===== src/rtl/sr_cmd_conditioner.sv =====
// rtl/sr_cmd_conditioner.sv - debounced, spaced, mutually exclusive s/r command generator for sr_ff
//
// Purpose: turns two raw asynchronous request levels into clean one-shot set/reset
// commands. Each request is synchronised, debounced and edge-detected, then latched
// as pending. A small IDLE/ISSUE/HOLD machine issues one command at a time, and a
// fixed priority policy resolves simultaneous requests.
//
// Ports:
//   clk          rising-edge clock for all state
//   rst          synchronous active-high reset
//   set_req      raw set request level (asynchronous)
//   clr_req      raw clear request level (asynchronous)
//   s, r         registered one-shot commands, never both high
//   busy         machine not idle or a request is pending
//   q_shadow     expected sr_ff state after the last issued command
//   conflict_cnt saturating count of set/clear conflicts
module sr_cmd_conditioner #(
    parameter int DEBOUNCE = 4,
    parameter int PULSE_W  = 1,
    parameter int HOLDOFF  = 2,
    parameter int PRIORITY = 0,
    parameter int CNT_W    = 8
) (
    input  logic             clk,
    input  logic             rst,
    input  logic             set_req,
    input  logic             clr_req,
    output logic             s,
    output logic             r,
    output logic             busy,
    output logic             q_shadow,
    output logic [CNT_W-1:0] conflict_cnt
);
    localparam int DB_W  = $clog2(DEBOUNCE + 1);
    localparam int T_MAX = (PULSE_W > HOLDOFF) ? PULSE_W : HOLDOFF;
    localparam int T_W   = $clog2(T_MAX + 1);

    localparam logic [DB_W-1:0] DB_LAST = DB_W'(DEBOUNCE - 1);
    localparam logic [T_W-1:0]  PW_LAST = T_W'(PULSE_W - 1);
    localparam logic [T_W-1:0]  HO_LAST = T_W'(HOLDOFF - 1);

    localparam logic [1:0] IDLE  = 2'd0;
    localparam logic [1:0] ISSUE = 2'd1;
    localparam logic [1:0] HOLD  = 2'd2;

    // Channel index 0 is set, index 1 is clear.
    logic [1:0]      sync1_q, sync2_q;
    logic [1:0]      deb_q, deb_d, deb_prev_q;
    logic [DB_W-1:0] dcnt_q [2];
    logic [DB_W-1:0] dcnt_d [2];
    logic [1:0]      pend_q, pend_d, take;
    logic [1:0]      rise;
    logic [1:0]      state_q, state_d;
    logic [T_W-1:0]  tmr_q, tmr_d;
    logic            s_q, s_d, r_q, r_d;
    logic            qsh_q, qsh_d;
    logic [CNT_W-1:0] cnt_q, cnt_d;

    // Debounce: a level change is accepted only after DEBOUNCE consecutive
    // cycles of disagreement; any agreement restarts the count.
    always_comb begin
        for (int ch = 0; ch < 2; ch++) begin
            deb_d[ch]  = deb_q[ch];
            dcnt_d[ch] = '0;
            if (sync2_q[ch] != deb_q[ch]) begin
                if (dcnt_q[ch] == DB_LAST) begin
                    deb_d[ch] = ~deb_q[ch];
                end else begin
                    dcnt_d[ch] = dcnt_q[ch] + DB_W'(1);
                end
            end
        end
    end

    assign rise = deb_q & ~deb_prev_q;

    always_comb begin
        state_d = state_q;
        tmr_d   = tmr_q;
        s_d     = s_q;
        r_d     = r_q;
        qsh_d   = qsh_q;
        cnt_d   = cnt_q;
        take    = 2'b00;
        case (state_q)
            IDLE: begin
                s_d = 1'b0;
                r_d = 1'b0;
                tmr_d = '0;
                if (pend_q == 2'b11) begin
                    take = 2'b11;
                    if (cnt_q != {CNT_W{1'b1}}) begin
                        cnt_d = cnt_q + CNT_W'(1);
                    end
                    if (PRIORITY == 1) begin
                        s_d     = 1'b1;
                        state_d = ISSUE;
                    end else if (PRIORITY == 2) begin
                        r_d     = 1'b1;
                        state_d = ISSUE;
                    end
                end else if (pend_q[0]) begin
                    take    = 2'b01;
                    s_d     = 1'b1;
                    state_d = ISSUE;
                end else if (pend_q[1]) begin
                    take    = 2'b10;
                    r_d     = 1'b1;
                    state_d = ISSUE;
                end
            end
            ISSUE: begin
                if (tmr_q == PW_LAST) begin
                    s_d     = 1'b0;
                    r_d     = 1'b0;
                    tmr_d   = '0;
                    state_d = (HOLDOFF == 0) ? IDLE : HOLD;
                end else begin
                    tmr_d = tmr_q + T_W'(1);
                end
            end
            HOLD: begin
                if (tmr_q == HO_LAST) begin
                    tmr_d   = '0;
                    state_d = IDLE;
                end else begin
                    tmr_d = tmr_q + T_W'(1);
                end
            end
            default: begin
                s_d     = 1'b0;
                r_d     = 1'b0;
                tmr_d   = '0;
                state_d = IDLE;
            end
        endcase
        if (s_d) begin
            qsh_d = 1'b1;
        end else if (r_d) begin
            qsh_d = 1'b0;
        end
        // A fresh edge on a channel being consumed this cycle re-arms it.
        pend_d = (pend_q & ~take) | rise;
    end

    always_ff @(posedge clk) begin
        if (rst) begin
            sync1_q    <= '0;
            sync2_q    <= '0;
            deb_q      <= '0;
            deb_prev_q <= '0;
            dcnt_q     <= '{default: '0};
            pend_q     <= '0;
            state_q    <= IDLE;
            tmr_q      <= '0;
            s_q        <= 1'b0;
            r_q        <= 1'b0;
            qsh_q      <= 1'b0;
            cnt_q      <= '0;
        end else begin
            sync1_q    <= {clr_req, set_req};
            sync2_q    <= sync1_q;
            deb_q      <= deb_d;
            deb_prev_q <= deb_q;
            dcnt_q     <= dcnt_d;
            pend_q     <= pend_d;
            state_q    <= state_d;
            tmr_q      <= tmr_d;
            s_q        <= s_d;
            r_q        <= r_d;
            qsh_q      <= qsh_d;
            cnt_q      <= cnt_d;
        end
    end

    assign s            = s_q;
    assign r            = r_q;
    assign q_shadow     = qsh_q;
    assign conflict_cnt = cnt_q;
    assign busy         = (state_q != IDLE) | (|pend_q);

endmodule

===== config.mk =====
export PLATFORM = sky130hd
export DESIGN_NAME = sr_cmd_conditioner
export DESIGN_NICKNAME = d
export VERILOG_FILES = /design/src/rtl/sr_cmd_conditioner.sv
export SDC_FILE = /design/constraint.sdc
export NUM_CORES = 1
export LEC_CHECK = 0
export ABC_AREA = 1
export BUFFER_PORTS_ARGS = -buffer_cell sky130_fd_sc_hd__buf_2
export CAP_MARGIN = 20
export CORE_ASPECT_RATIO = 1.25
export CORE_UTILIZATION = 57
export CTS_CLUSTER_DIAMETER = 30
export DETAILED_ROUTE_END_ITERATION = 7
export PLACE_DENSITY = 0.78
export SLEW_MARGIN = 20
export SYNTH_ARGS = -nofsm -noshare
export SYNTH_HDL_FRONTEND = slang
export SYNTH_SLANG_ARGS = --single-unit
export TNS_END_PERCENT = 1

===== constraint.sdc =====
create_clock -name clk -period 1.7 [get_ports clk]
set_input_delay 0.255 -clock clk [delete_from_list [all_inputs] [get_ports clk]]
set_output_delay 0.255 -clock clk [all_outputs]
set_load 0.1 [all_outputs]

### Word level (Yosys, flattened, before mapping)

Index checks and enable logic that the tools add are counted.

| storage, ports and cells | value |
|---|---|
| bits of input ports | 4 |
| flip-flop bits (word level) | 31 |
| logic and storage cells | 76 |

| operators by class | value |
|---|---|
| $add $sub $neg | 4 |
| bitwise gates (word level) | 10 |
| reductions and logical operators | 11 |
| equality and inequality tests | 13 |
| multiplexer cells | 24 |

Operators by type and width:

| cell | number |
|---|---|
| two-way mux 2 bit | 11 |
| two-way mux 1 bit | 9 |
| adder 8 x 1 -> 8 bit, second input constant | 1 |
| inequality test 8 bit, second input constant | 1 |
| adder 3 x 1 -> 3 bit, second input constant | 2 |
| equality test 3 x 2 -> 1 bit, second input constant | 2 |
| inequality test 2 bit, second input constant | 3 |
| case mux 1 bit (3 select lines) | 2 |
| case mux 2 bit (3 select lines) | 1 |
| OR reduction 3 bit | 2 |
| AND 2 bit | 2 |
| equality test 2 x 1 -> 1 bit, second input constant | 2 |
| equality test 2 bit, second input constant | 2 |
| logical NOT 2 bit | 2 |
| NOT 1 bit | 4 |
| NOT 2 bit | 2 |
| case mux 2 bit (2 select lines) | 1 |
| AND reduction 2 bit | 2 |
| AND reduction 4 bit | 1 |
| nonzero test 2 bit | 2 |
| inequality test 3 bit, second input constant | 1 |
| AND reduction 3 bit | 1 |
| adder 2 x 1 -> 2 bit, second input constant | 1 |
| inequality test 1 bit | 2 |
| 3 further kinds | 3 |

### Longest topological paths before layout

Gate-level depths: netlist (run 1).

| logic depth | value |
|---|---|
| depth in word-level cells | 7 |
| mapped depth | 9 |
| depth with buffers taken out | 8 |

### Worst setup path after synthesis (run 1)

OpenSTA, ideal clock, no wires.

| timing path | value |
|---|---|
| path kind | flip-flop to flip-flop |
| start | reg state_q[0] |
| end | reg state_q[1] |
| path slack | -395 ps |
| data arrival time | 1979 ps |
| stages on the path, launching flop included | 7 |
| library setup time | 117 ps |
| clock period less this slack | 2095 ps |
| buffers on the path | 0 |
| path through | dfxtp_1 -> inv_1 -> ha_1 -> nand3_1 -> nand4_1 -> and2_1 -> nor2_1 |

| on the way | value |
|---|---|
| word-level cells in the longest chain between the ends | 3 |
| elaborated cells on any way between the ends | 9 |
| those cells by class | eq/ne (6); mux (1); reduce/logical (2) |

RTL lines:

| what | RTL line | text |
|---|---|---|
| start: declaration | 53 | `logic [1:0] state_q, state_d;` |
| start signal: assignment | 167 | `state_q <= state_d;` |
| equality test 2 bit, or another cell as far along | 85 | `case (state_q)` |
| inequality test 2 bit (no line) or inequality test 3 bit (tied branches) | -- |  |
| AND reduction 4 bit (no line) | -- |  |

Parallel ways exist; a longest one is shown, timed or not.
A chain may end at the register's enable or synchronous reset.

### Worst setup path in the final report (run 1)

| timing path | value |
|---|---|
| start | reg state_q[0] |
| end | out busy |

| on the way | value |
|---|---|
| word-level cells in the longest chain between the ends | 2 |

RTL lines:

| what | RTL line | text |
|---|---|---|
| nonzero test 2 bit | 180 | `assign busy = (state_q != IDLE) \| (\|pend_q);` |
| bitwise OR 1 bit | 180 |  |
| end: declaration | 30 | `output logic busy,` |

No other way between the ends.

==> summary.txt, run 1 <==
Run status
  • Status: completed

Critical path
  • CP Launch Type: flop
  • Worst setup EP type: output port
  • Worst EP arrival: about 1.3 ns
  • Setup Crit Path Kind: flop to output port
  • Largest fanout on the critical path: 7
  • Req. time, crit path: around 1.4 ns

Power and ir drop
  • Peak VDD IR: 0.000703 V
  • LEAKAGE: about 0.78 nW
  • Power Density: 972 mW/mm²

Global route
  • First-pass GRT wire length: 4200 µm
  • Vias in the first global route: roughly 1.1k
  • GR Overflow Total: 0
  • Initial antenna violation count: 0
  • GRT Total Usage: 0.216
  • Pin count of the biggest net entering global routing: 18

Layout
  • Share of cells above drive strength 1: 0.203
  • Area of all placed cells without fillers: 0.00169 mm²
  • Fin nets: 223
  • N_diodes: 0
  • Area growth syn-to-layout: 14.5%
  • Filler instances: 214

STA
  • Fin. Hold Viols: 0
  • F_max: 0.637 GHz
  • Min Tclk post-route: roughly 1.6 ns
  • Max-slew violations: 0
  • WHS: between 0.1 and 0.15 ns
  • # setup viols final: 0
  • Crit share post-route: 0.924
  • Setup TNS: 0 ns
  • Relative slew margins: 0.678
  • Final WS setup: between 0.1 and 0.15 ns
  • RSZ-0062 raised after global routing: no
  • Worst-margin pin slew: 0.487 ns
  • Clk_skew: a little under 0.01 ns

Synth
  • Netlist cell types: 24
  • Synth top cells by count: inv_1 (36), dfxtp_1 (31), nand2_1 (29)
  • Syn Area/Cell: 7.83 µm²
  • Leading area contributor after synthesis: dfxtp_1
  • Ys Warns: 0
  • Post-synthesis cell area: ~0.0015 mm²
  • Synthesized Nets: roughly 210
  • Post-synth EDFFs: 0
  • Ys flop type: dfxtp_1
  • Seq cells post-synth: 31
  • Synth Instances: roughly 190
  • Synth area leaders: dfxtp_1 (42%), ha_1 (11%), inv_1 (9.2%), nand2_1 (7.4%), nor2_1 (6.6%)
  • Seq/Total Area, Yosys: 0.422
  • Synth top area share: 0.422
  • Count leader, synth: inv_1
  • Ys async rst share: 0

Clocking
  • CTS tree: built
  • H-tree levels: 2
  • Clock latency on the worst-skew pair: 0.32 ns
  • Reg clk slew, reported paths: around 0.10 ns
  • CTS sink cnt: 31
  • Hold_buf cts: 0
  • Post-CTS setup buffer count: 0
  • Bufs on Longest Clock Path: 2
  • Num CTS Buffers: 5
  • Cts repair resizes: 0
  • Root Buffer: clkbuf_4

Route
  • Post-Route WL: between 2000 and 2500 µm
  • First drt pass iteration count: 4
  • Vias: roughly 1.2k
  • DRC: 0
  • Routed length per placed instance: about 10 µm
  • ANT nets after route: 0
  • Via density per instance: 5.05
  • Initial drt markers: 15

Placed design
  • IO Port Bufs: 15
  • Hpwl dp: 1860 µm
  • Worst slack, placed: ~0.30 ns
  • Routability cong.: around 0.84
  • Dpl cell area: 0.00159 mm²

Floorplanning
  • Io pins: 16
  • Die H: 58.8 µm
  • Die area: about 0.0028 mm²
  • Cell row count: 20
  • Initial core utilization: 0.606
  • Core area: about 0.0024 mm²
  • Die Width: 47.4 µm

Min path
  • Hold crit path type: input pin to flop

Run
  • MaxCap Viol Count: 0
layout by cell type, fill, tap and decap left out, drive strengths merged, types with 2 or more instances in the layout:
master,instances
ha,13
o21ai,6
clkinv,2
o32ai,2
o211ai,2
nor2,27
nand3,14
a21oi,12
dfxtp,31
buf,15
clkbuf,6
nand2,32
inv,36
nand4,4
state kept, by name, indices dropped and copies added, names as in the netlist:
signal / cells
dcnt_q: 6
pend_q: 2
tmr_q: 2
s: 1
state_q: 2
sync1_q: 2
deb_prev_q: 2
r: 1
q_shadow: 1
deb_q: 2
sync2_q: 2
conflict_cnt: 8
final cells by class:
cell class,count,area (µm²),share of cell area
clock buffers,6,51.3,0.0304
repair buffers,15,90.1,0.0535
multi-input cells,116,697,0.414
well taps,33,41.3,0.0245
flip-flops and latches,31,631,0.374
clock inverters,2,35.0,0.0208
inverters,37,140,0.0831
metal layers:
| layer | global-route usage | share of wire | vias to the layer above |
|---|---|---|---|
| li1 | - | - | 626 |
| met4 | 0.0857 | 0.0085 | 0 |
| met5 | 0 | 0 | - |
| met2 | 0.372 | 0.52 | 18 |
| met3 | 0.0920 | 0.029 | 2 |
| met1 | 0.222 | 0.44 | 567 |
critical path: stages (launching register included):
cell	delay [ns]
dfxtp_1	0.34
inv_1	0.14
ha_4	0.20
nand3_2	0.12
buf_12	0.19
kinds of logic (layout without fill, tap and decap cells):
kind of cell | after synthesis | in the layout | synth area share
simple gates | 80 | 80 | 0.259
buf+inv | 41 | 60 | 0.116
xor+xnor | 1 | 1 | 0.00595
flops | 31 | 31 | 0.422
fa+ha+maj | 13 | 13 | 0.111
compound gates | 22 | 22 | 0.0859
per-stage QoR:
step	instances	util	total power, mW
floorplan	188	-	0.969
global placement	232	0.654	1.03
detailed placement	232	0.654	1.05
CTS	240	0.689	1.64
global route	240	0.694	1.73
finish	240	0.694	1.64
path summary, 6_finish.rpt:
check / startpoint / to / slack [ns] / cells past startpoint
worst min register to register: sync1_q[1] / sync2_q[1] / 0.40 / 2
worst min-delay path: set_req / sync1_q[0] / 0.13 / 3
worst max register to register: state_q[1] / conflict_cnt[7] / 0.37 / 8
worst max-delay path: state_q[0] / busy / 0.13 / 4
power breakdown:
part | internal (mW) | switching, mW
Clock | 0.347 | 0.243
Combinational | 0.108 | 0.183
Sequential | 0.745 | 0.0132
Note: power is estimated with default switching activity, not from simulation.
==> run 2, diff against run 1 <==
--- a/config.mk
+++ b/config.mk
@@ -7,12 +7,13 @@
 export LEC_CHECK = 0
 export ABC_AREA = 1
 export BUFFER_PORTS_ARGS = -buffer_cell sky130_fd_sc_hd__buf_2
-export CAP_MARGIN = 20
+export CELL_PAD_IN_SITES_DETAIL_PLACEMENT = 1
+export CELL_PAD_IN_SITES_GLOBAL_PLACEMENT = 1
 export CORE_ASPECT_RATIO = 1.25
-export CORE_UTILIZATION = 57
+export CORE_UTILIZATION = 42
 export CTS_CLUSTER_DIAMETER = 30
 export DETAILED_ROUTE_END_ITERATION = 7
-export PLACE_DENSITY = 0.78
+export PLACE_DENSITY_LB_ADDON = 0.1
 export SLEW_MARGIN = 20
 export SYNTH_ARGS = -nofsm -noshare
 export SYNTH_HDL_FRONTEND = slang
==> run 2 against run 1 <==
First-iteration DRC count shrank 80%. Combinational power shrank 2%. Wire length grew 26%. Clock-buffer cell count grew 2. Utilization shrank 18 points. Critical path depth is the same. Register-to-register slack lost 0.09 ns. Power grew 2.2%. Clock skew shrank 0.0047 ns. Global-route usage shrank 1.5 points. Cell count grew 1.7%. Largest cell class unchanged. Highest routed layer unchanged.
==> summary.txt, run 2 (synthesized netlist as in run 1, its figures left out) <==
Layout
  • Most common cell after layout, fill and taps aside: inv_1
  • Largest register FFs: 8 (unchanged)
  • Share of cells above drive strength 1: 0.198 (-0.00483)
  • Filler instances: 423 (+98%)
  • Area growth syn-to-layout: 15.1%
  • Fin nets: 223 (unchanged)
  • Layout Cells excl Fill: 244 (+1.7%)
  • N_diodes: 0 (unchanged)
  • Most frequent cells in the layout: inv_1 (36), nand2_1 (29), nor2_1 (26)

Power and ir drop
  • LEAKAGE: 0.786 nW (+0.13%)
  • Peak VDD IR: 0.000657 V (-6.5%)
  • Total design power: 1.67 mW (+2.2%)
  • Power Density: 988 mW/mm² (+1.6%)

Floorplanning
  • Die H: 68.2 µm (+16%)
  • Die Width: 54.9 µm (+16%)
  • Core area: 0.00328 mm² (+35%)
  • Die area: 0.00375 mm² (+34%)
  • Cell row count: 23 (+15%)
  • Initial core utilization: 0.449 (-0.158)
  • Io pins: 16 (unchanged)

Critical path
  • Reg2Reg Setup Slack: 0.28 ns (-0.09 ns)
  • Req. time, crit path: 1.44 ns (about the same)
  • R2r endpoint: conflict_cnt[7]
  • Worst setup EP type: output port
  • Setup Crit Path Kind: flop to output port
  • Worst setup startpoint: state_q[0]
  • Critical Path End: busy
  • Critical Path Stages: 4 (unchanged)
  • Worst EP arrival: 1.36 ns (+0.04 ns)
  • CP Launch Type: flop
  • R2r worst-path depth: 8 (unchanged)
  • Largest fanout on the critical path: 7 (unchanged)
  • Worst path top cell family by delay: flip-flops
  • Worst Path Buf+Inv: 2 (unchanged)
  • Critical path's slowest cell: dfxtp_1
  • Worst R2R Start: state_q[0]
  • Critical path's largest stage delay: 0.33 ns (about the same)
  • CP cell instances: inv_1 -> ha_2 -> nand3_2 -> buf_12

Placed design
  • Hpwl dp: 2340 µm (+26%)
  • IO Port Bufs: 15 (unchanged)
  • Routability cong.: 0.814 (-3.2%)
  • Worst slack, placed: 0.223 ns (-0.0775 ns)
  • Placed insts: 236 (+1.7%)

Route
  • Routed length per placed instance: 12.8 µm (+24%)
  • Metal3 WL: 75 µm (+5.6%)
  • ANT nets after route: 0 (unchanged)
  • DR WL met2: 1710 µm (+32%)
  • Via density per instance: 5.02 (-0.75%)
  • Top Metal Used: met4
  • DRC: 0 (unchanged)
  • Vias: 1,224 (+0.91%)
  • Post-Route WL: 3130 µm (+26%)
  • Initial drt markers: 3 (-12)
  • WL met1: 1290 µm (+18%)
  • First drt pass iteration count: 3 (-1)

Clocking
  • Root Buffer: clkbuf_8
  • H-tree levels: 2 (unchanged)
  • CTS tree: built
  • Hold_buf cts: 0 (unchanged)
  • Reg clk slew, reported paths: 0.06 ns (-0.04 ns)
  • Bufs on Longest Clock Path: 2 (unchanged)
  • Clock latency on the worst-skew pair: 0.27 ns (-0.05 ns)
  • CTS sink cnt: 31 (unchanged)
  • Num CTS Buffers: 5 (unchanged)

Global route
  • Pin count of the biggest net entering global routing: 18 (unchanged)
  • GRT Total Usage: 0.201 (-0.0149)
  • GR Overflow Total: 0 (unchanged)
  • Vias in the first global route: 1,304 (+20%)
  • First-pass GRT wire length: 5380 µm (+28%)
  • Initial antenna violation count: 0 (unchanged)

STA
  • Relative slew margins: 0.674 (-0.00372)
  • F_max: 0.619 GHz (-2.8%)
  • Setup TNS: 0 ns (unchanged)
  • # setup viols final: 0 (unchanged)
  • Fin. Hold Viols: 0 (unchanged)
  • Worst-margin pin slew: 0.492 ns (+0.00562 ns)
  • Clk_skew: 0.00492 ns (-0.00472 ns)
  • Min Tclk post-route: 1.62 ns (+0.0459 ns)
  • WHS: 0.185 ns (+0.0575 ns)
  • Final WS setup: 0.0836 ns (-0.0459 ns)
  • Crit share post-route: 0.951 (+0.0270)
  • Max-slew violations: 0 (unchanged)
  • RSZ-0062 raised after global routing: no

Run
  • MaxCap Viol Count: 0 (unchanged)

Run status
  • Status: completed

Min path
  • Hold crit path type: input pin to flop
-- run 2: cell count changes in the layout (fill, tap and decap cells not counted) --
cell,change
ha_4,-1
clkbuf_1,+1
ha_2,+1
clkbuf_8,+6
bufinv_16,-1
clkbuf_4,-5
clkinv_2,-1
-- run 2: timing repair --
item / 4_1_cts / 5_1_grt
hold endpoints to repair: 0 / 0
setup endpoints to repair: 1 / 0
buffers inserted: 0 / 0
resized for setup: 1 / 0
-- run 2: worst min-delay path: cells and delay by family --
kind	cells	cell delay (ns)
simple gates	1	0.06
buf+inv	2	0.11
-- run 2: cell type report --
| cell class | count | area [µm²] | share of cell area |
|---|---|---|---|
| clock buffers | 8 | 100 | 0.0591 |
| flip-flops and latches | 31 | 631 | 0.372 |
| inverters | 37 | 140 | 0.0827 |
| multi-input cells | 116 | 687 | 0.405 |
| repair buffers | 15 | 90.1 | 0.0532 |
| well taps | 37 | 46.3 | 0.0273 |
-- run 2: power by group --
| part | leakage [nW] | total (mW) | internal [mW] | switching, mW |
|---|---|---|---|---|
| combinational | 0.479 | 0.285 | 0.0954 | 0.189 |
| sequential | 0.255 | 0.761 | 0.746 | 0.0148 |
| clock | 0.0515 | 0.629 | 0.369 | 0.260 |
| total | 0.786 | 1.67 | 1.21 | 0.464 |
-- run 2: worst min path at each step --
stage	start	end	slack [ns]	cells past startpoint
after floorplan	set_req	sync1_q[0]	0.36	2
after global placement	sync1_q[0]	sync2_q[0]	0.39	2
after CTS	clr_req	sync1_q[1]	0.18	3
after global routing	clr_req	sync1_q[1]	0.20	3
final	clr_req	sync1_q[1]	0.19	3
after detailed placement	sync1_q[0]	sync2_q[0]	0.40	2
-- run 2: routing by layer --
metal | vias up | track usage
met2 | 15 | 0.370
met4 | 0 | 0.0813
li1 | 622 | -
met5 | - | 0
met1 | 581 | 0.197
met3 | 6 | 0.0711
-- run 2: per-stage QoR --
step	utilization	instance area, µm²
6_report	0.516	1690
5_1_grt	0.516	1690
4_1_cts	0.516	1690
3_5_place_dp	0.485	1590
3_3_place_gp	0.485	1590
2_1_floorplan	-	1490
